===== src/rtl/con_ff_pkg.sv =====
// con_ff_pkg: shared condition codes and FSM state encoding for the branch-condition unit.
package con_ff_pkg;

    localparam int unsigned COND_W = 3;

    // Condition-field encodings (ir[COND_LSB+2:COND_LSB])
    localparam logic [COND_W-1:0] COND_ZERO    = 3'b000;  // z
    localparam logic [COND_W-1:0] COND_NONZERO = 3'b001;  // ~z
    localparam logic [COND_W-1:0] COND_PLUS    = 3'b010;  // ~n (positive or zero)
    localparam logic [COND_W-1:0] COND_MINUS   = 3'b011;  // n
    localparam logic [COND_W-1:0] COND_GREATER = 3'b100;  // ~n & ~z
    localparam logic [COND_W-1:0] COND_LESSEQ  = 3'b101;  // n | z
    localparam logic [COND_W-1:0] COND_ALWAYS  = 3'b110;
    localparam logic [COND_W-1:0] COND_NEVER   = 3'b111;

    typedef enum logic [1:0] {
        StIdle = 2'b00,
        StCapt = 2'b01,
        StResv = 2'b10
    } state_e;

endpackage


===== src/rtl/con_ff_eval.sv =====
// con_ff_eval: combinational evaluation of a 3-bit condition code against an operand.
// Shared with the ALU-flag path, so it carries no state.
module con_ff_eval
    import con_ff_pkg::*;
#(
    parameter int unsigned DATA_W = 32
) (
    input  logic [DATA_W-1:0] op,
    input  logic [COND_W-1:0] cond,
    output logic              result
);

    logic z;
    logic n;

    assign z = ~|op;
    assign n = op[DATA_W-1];

    // Decode the condition code into the taken/not-taken result.
    always_comb begin
        result = 1'b0;
        unique case (cond)
            COND_ZERO:    result = z;
            COND_NONZERO: result = ~z;
            COND_PLUS:    result = ~n;
            COND_MINUS:   result = n;
            COND_GREATER: result = ~n & ~z;
            COND_LESSEQ:  result = n | z;
            COND_ALWAYS:  result = 1'b1;
            COND_NEVER:   result = 1'b0;
        endcase
    end

endmodule


===== src/rtl/con_ff_unit.sv =====
// con_ff_unit: clocked branch-condition unit. Captures the bus operand and IR condition field
// on a rising con_in edge, evaluates over two cycles and presents a held result with a
// one-cycle valid pulse, plus overrun detection, flush and saturating statistics.
module con_ff_unit
    import con_ff_pkg::*;
#(
    parameter int unsigned DATA_W   = 32,
    parameter int unsigned IR_W     = 32,
    parameter int unsigned COND_LSB = 19,
    parameter int unsigned CNT_W    = 16
) (
    input  logic              clk,
    input  logic              clr,
    input  logic              con_in,
    input  logic [DATA_W-1:0] bus_in,
    input  logic [IR_W-1:0]   ir,
    input  logic              flush,
    output logic              con_out,
    output logic              con_valid,
    output logic              busy,
    output logic              overrun,
    output logic [CNT_W-1:0]  taken_cnt,
    output logic [CNT_W-1:0]  eval_cnt
);

    localparam logic [CNT_W-1:0] CntMax = {CNT_W{1'b1}};
    localparam logic [CNT_W-1:0] CntOne = {{(CNT_W-1){1'b0}}, 1'b1};

    state_e            state_q;
    logic              con_in_q;
    logic [DATA_W-1:0] op_q;
    logic [COND_W-1:0] cond_q;
    logic              res_q;

    logic              start;
    logic              eval_res;
    logic [COND_W-1:0] ir_cond;
    logic              unused_ir;

    assign start     = con_in & ~con_in_q;
    assign ir_cond   = ir[COND_LSB +: COND_W];
    // Only the condition field of ir is consumed; the rest is ignored here.
    assign unused_ir = ^ir;
    assign busy      = (state_q != StIdle);

    con_ff_eval #(
        .DATA_W (DATA_W)
    ) u_eval (
        .op     (op_q),
        .cond   (cond_q),
        .result (eval_res)
    );

    // Edge detect, FSM, operand capture, result/handshake registers and saturating counters.
    always_ff @(posedge clk) begin
        if (clr) begin
            state_q   <= StIdle;
            con_in_q  <= 1'b0;
            op_q      <= '0;
            cond_q    <= '0;
            res_q     <= 1'b0;
            con_out   <= 1'b0;
            con_valid <= 1'b0;
            overrun   <= 1'b0;
            taken_cnt <= '0;
            eval_cnt  <= '0;
        end else begin
            // Edge register tracks con_in every cycle so a held-high level never re-arms.
            con_in_q  <= con_in;
            con_valid <= 1'b0;

            // A request while busy is dropped but remembered, even if flush also arrives.
            if (start && busy) begin
                overrun <= 1'b1;
            end

            case (state_q)
                StIdle: begin
                    if (start && !flush) begin
                        op_q    <= bus_in;
                        cond_q  <= ir_cond;
                        state_q <= StCapt;
                    end
                end
                StCapt: begin
                    if (flush) begin
                        state_q <= StIdle;
                    end else begin
                        res_q   <= eval_res;
                        state_q <= StResv;
                    end
                end
                StResv: begin
                    if (flush) begin
                        state_q <= StIdle;
                    end else begin
                        con_out   <= res_q;
                        con_valid <= 1'b1;
                        if (eval_cnt != CntMax) begin
                            eval_cnt <= eval_cnt + CntOne;
                        end
                        // taken_cnt can never pass eval_cnt since both stop at CntMax.
                        if (res_q && (taken_cnt != CntMax)) begin
                            taken_cnt <= taken_cnt + CntOne;
                        end
                        state_q <= StIdle;
                    end
                end
                default: begin
                    state_q <= StIdle;
                end
            endcase
        end
    end

endmodule

===== config.mk =====
export PLATFORM = sky130hd
export DESIGN_NAME = con_ff_unit
export DESIGN_NICKNAME = d
export VERILOG_FILES = /design/src/rtl/con_ff_pkg.sv /design/src/rtl/con_ff_eval.sv /design/src/rtl/con_ff_unit.sv
export SDC_FILE = /design/constraint.sdc
export NUM_CORES = 1
export LEC_CHECK = 0
export ABC_CLOCK_PERIOD_IN_PS = 3000
export CAP_MARGIN = 10
export CELL_PAD_IN_SITES_DETAIL_PLACEMENT = 2
export CELL_PAD_IN_SITES_GLOBAL_PLACEMENT = 2
export CORE_MARGIN = 2
export CORE_UTILIZATION = 27
export DETAILED_ROUTE_END_ITERATION = 7
export GPL_TIMING_DRIVEN = 0
export PLACE_DENSITY = 0.81
export SYNTH_ARGS = -nofsm -noshare
export SYNTH_HDL_FRONTEND = slang
export SYNTH_SLANG_ARGS = --single-unit

===== constraint.sdc =====
create_clock -name clk -period 3 [get_ports clk]
set_input_delay 0.3 -clock clk [delete_from_list [all_inputs] [get_ports clk]]
set_output_delay 0.3 -clock clk [all_outputs]
set_load 0.05 [all_outputs]

; Word level (Yosys, flattened, before mapping)
; Index checks and enable logic that the tools add are counted.
[op_classes]
n_addsub = 2
multipliers = 0
n_div = 0
n_lt_le_gt_ge = 0
eq_ne = 12
shift = 0
n_mux = 5
bitwise = 7
reduce_logical = 15
[op_table]
columns = cell, n
row1 = adder 16 x 1 -> 16 bit (second input constant), 2
row2 = inequality test 16 bit (second input constant), 2
row3 = OR reduction 32 bit, 1
row4 = equality test 3 bit (second input constant), 4
row5 = case mux 1 bit (8 select lines), 1
row6 = equality test 3 x 2 -> 1 bit (second input constant), 2
row7 = AND reduction 2 bit, 3
row8 = AND reduction 3 bit, 2
row9 = 2-to-1 mux 2 bit, 2
row10 = NOT 1 bit, 4
row11 = case mux 2 bit (2 select lines), 1
row12 = equality test 3 x 1 -> 1 bit (second input constant), 1
row13 = logical AND 1 bit, 3
row14 = zero test 3 bit, 1
row15 = bitwise AND 1 bit, 2
row16 = equality test 2 x 1 -> 1 bit (second input constant), 1
row17 = equality test 2 bit (second input constant), 1
row18 = zero test 1 bit, 2
row19 = zero test 2 bit, 1
row20 = inequality test 2 bit (second input constant), 1
row21 = nonzero test 2 bit, 1
row22 = OR reduction 2 bit, 1
row23 = 2-to-1 mux 1 bit, 1
row24 = bitwise OR 1 bit, 1
[totals]
ff_bits = 74
latch_bits = 0
mem_bits_rw = 0
mem_bits_ro = 0
in_bits = 68
out_inout_bits = 36
mem_count = 0

; Longest topological paths before layout
[depth]
ltp_word = 5
mapped_depth = 7

; Modules after synthesis
; Synthesis repeated with hierarchy kept, for this count alone.
[unflattened]
hier_cells = 405
area_unflattened_um2 = 3328.2
[by_module_without_submodules]
columns = module, n_inst, cells_each, area_each_um2, seq_area_each_um2
row1 = con_ff_unit, 1, 382, 3164.3, 1481.4
row2 = con_ff_eval, 1, 23, 163.9, 0.0

; Worst setup path before layout
; OpenSTA, ideal clock, no wires.
[synth_timing]
path_kind = register -> register
start = reg taken_cnt[3]
end = reg taken_cnt[15]
setup_ps = 128
arrival_time_ps = 1931
setup_slack_ps = 941
path_stages_with_launch = 7
n_path_buf = 0
synth_period_minus_slack_ps = 2059
path_cell_list = dfxtp_1 nand2_1 or3_4 a311oi_4 and3_1 xnor2_1 nor2_1
[synth_via]
elab_chain_cells = 3
elab_cells_between_ends = 4
classes_between = 1 x add/sub / 1 x eq/ne / 2 x reduce/logical
[synth_rtl]
columns = item, line_no
row1 = start: declaration, con_ff_unit.sv:22  ; output logic [CNT_W-1:0] taken_cnt,
row2 = start signal: assignment, con_ff_unit.sv:104  ; taken_cnt <= taken_cnt + CntOne;
row3 = "parallel branches: the longest is 3 deep, another holds adder 16 x 1 -> 16 bit", --
; Parallel ways; which one is timed is not known.
; A chain may end at the register's enable or synchronous reset.

; Final worst setup path
[layout_timing]
start = reg state_q[1]
end = out busy
[layout_via]
elab_chain_cells = 1
[layout_rtl]
columns = item, line_no
row1 = start: declaration, con_ff_unit.sv:29  ; state_e state_q;
row2 = start signal: assignment, con_ff_unit.sv:57  ; state_q <= StIdle;
row3 = start signal: assignment, con_ff_unit.sv:82  ; state_q <= StCapt;
row4 = start signal: assignment, con_ff_unit.sv:87  ; state_q <= StIdle;
row5 = nonzero test 2 bit, con_ff_unit.sv:44  ; assign busy = (state_q != StIdle);
row6 = end: declaration, con_ff_unit.sv:20  ; output logic busy,
; No other way between the ends.

==> results_dict.tcl <==
set metrics [dict create \
    cts-buffers-inserted 9 \
    clk_latency_ns 0.34 \
    worst_clock_skew_ns 0.0100 \
    power.density_nw_per_um2 452 \
    intPower_uw 1390 \
    min-delay-start "op_q[29]" \
    row_count 38 \
    drc 0 \
    power.share.combinational 0.085 \
    max_slew_margin 0.529 \
    nNetsFinal 506 \
    clockRootBuffer "clkbuf_8" \
    grt_use_total 0.158 \
    hold_viol_final 0 \
    num_io_pins 104 \
    drive_above_1_share 0.0547 \
    stdcell_count 579 \
    final_common_cell "nand2_1" \
    synth.avg_cell_area_um2 8.52 \
    vias 2778 \
    start_util 0.276 \
    worst_slack_ns 0.798 \
    syn_nets 421 \
    rsz0062_at_grt "false" \
    place_inst 565 \
    hpwl_um 6430 \
    syn_inst 351 \
    n_antenna_cell 0 \
    drt_first_pass_iters 4 \
    die_area_um2 11900 \
    fill_cells 1239 \
    grt_max_degree 12 \
    clkTransAtPathRegs_ns 0.07 \
    drt_iter0_markers 65 \
    power_uw 1840 \
    h-tree-depth 3 \
    crit_type "flop to output pin" \
    dpl_worst_slack_ns 0.560 \
    synth_cell_type_count 37 \
    hp-class "flop to flop" \
    gp_congestion 0.749 \
    cts_buffer_depth 2 \
    maxCapViolations 0 \
    final_cell_mix "84 x nand2_1, 74 x dfxtp_1, 74 x clkdlybuf4s50_1" \
    vias_per_cell 4.80 \
    p_leak_uw 0.00143 \
    synth.area.top_cells "dfxtp_1 50%, nand2_1 11%, xor2_1 7.0%" \
    cts.sink_count 74 \
    cp.required_ns 2.70 \
    yosysWarnings 0 \
    start_kind "flop" \
    port_buffers 74 \
    synth_edf_count 0 \
    crit_start "state_q[1]" \
    async_flop_share 0 \
    synth_area_um2 2990 \
    switching_share 0.244 \
    tightest_slew_ns 0.701 \
    cts_tree "built" \
    grt_overflow 0 \
    cts_hold_buf 0 \
    dieWidth_um 109 \
    power.share.sequential 0.553 \
    post-cts-setup-buffer-count 0 \
    die_h_um 109 \
    power_switching_uw 449 \
    rr_startpoint "taken_cnt[8]" \
    ys.flop_type "dfxtp_1" \
    core_um2 10800 \
    grt_pass1_wl_um 14700 \
    drt_wl_total_um 8810 \
    cts_resized 0 \
    routedWlPerCell_um 15.2 \
    max_freq_ghz 0.454 \
    fin_crit_sh 0.734 \
    worstPathArrival_ns 1.90 \
    p_clk_frac 0.362 \
    synth.largest_area_cell "dfxtp_1" \
    status "completed" \
    crit_fanout 4 \
    setup_violations 0 \
    antenna_found_initial 0 \
    synth.top_cell.area_share 0.495 \
    grt_pass1_vias 3057 \
    fin_crit_ns 2.20 \
    slew_violations 0 \
    ir_drop_uv 153 \
    areaGrowthSynthToFinish_pct 35.9 \
    postLayoutCoreUtil 0.375 \
    crit_path_end_kind "output pin" \
    synth-seq-cells 74 \
    fin_tns_setup_ns 0 \
    ys_seq_area_frac 0.495 \
    final_antenna_net_count 0 \
]
area by class of cell:
type	instances	area [um^2]	share of cell area
Multi-Input combinational cell	258	1430	0.353
Timing Repair Buffer	74	741	0.182
Clock buffer	10	138	0.0339
Sequential cell	74	1480	0.365
Inverter	2	7.51	0.00185
Clock inverter	4	20.0	0.00493
Buffer	17	68.8	0.0169
Tap cell	140	175	0.0431
worst paths after layout:
| path | endpoint | slack [ns] | cells past startpoint |
|---|---|---|---|
| worst min-delay path | op_q[29] | 0.46 | 2 |
| worst max-delay path | busy | 0.80 | 3 |
| worst max register to register | taken_cnt[12] | 0.85 | 6 |
| worst min register to register | op_q[29] | 0.46 | 2 |
logic make-up after synthesis:
group,count (synthesis),share of synthesized area
buf+inv,19,0.0255
mux,2,0.00669
fa+ha+maj,2,0.00837
simple gates,180,0.287
flops,74,0.495
compound gates,45,0.0916
xor+xnor,29,0.0849
critical path, stage by stage, from the launching register on:
cell,delay [ns]
dfxtp_1,0.41
or2_2,0.14
clkbuf_1,0.16
clkdlybuf4s50_1,0.86
sequential cells by signal, indices dropped and copies added, names as in the netlist:
signal / cells
con_in_q: 1
con_out: 1
con_valid: 1
cond_q: 3
eval_cnt: 16
op_q: 32
overrun: 1
res_q: 1
state_q: 2
taken_cnt: 16
synthesized netlist by cell type (2+ instances only):
| library cell | number |
|---|---|
| nand2_1 | 84 |
| dfxtp_1 | 74 |
| nor2_1 | 39 |
| a21oi_1 | 38 |
| xor2_1 | 24 |
| clkbuf_1 | 15 |
| nand4_1 | 14 |
| and3_1 | 9 |
| nor4_1 | 8 |
| nand3_1 | 6 |
| xnor2_1 | 5 |
| and4_1 | 4 |
| and2_1 | 2 |
| ha_1 | 2 |
| inv_1 | 2 |
| mux2i_1 | 2 |
| nand2b_1 | 2 |
| nor3_1 | 2 |
through the flow:
step / hold slack [ns] / cell area (um^2)
5_1_grt: 0.488 / 4060
3_5_place_dp: 0.454 / 3910
2_1_floorplan: 0.428 / 2990
4_1_cts: 0.468 / 4060
3_3_place_gp: 0.442 / 3910
6_report: 0.464 / 4060
metal layers:
layer	up-vias	part of all wire	track usage
li1	1353	-	-
met1	1363	0.46	0.192
met2	51	0.49	0.278
met3	11	0.038	0.0323
met4	0	0.013	0.0515
met5	-	0	0
power groups by stage:
| stage | clock network, uW | logic [uW] | registers, uW |
|---|---|---|---|
| 2_1_floorplan | 0 | 74.0 | 1040 |
| 3_3_place_gp | 0 | 154 | 1040 |
| 3_5_place_dp | 0 | 159 | 1040 |
| 4_1_cts | 692 | 161 | 1020 |
| 5_1_grt | 746 | 175 | 1020 |
| 6_report | 665 | 156 | 1020 |
Note: power is estimated with default switching activity, not from simulation.
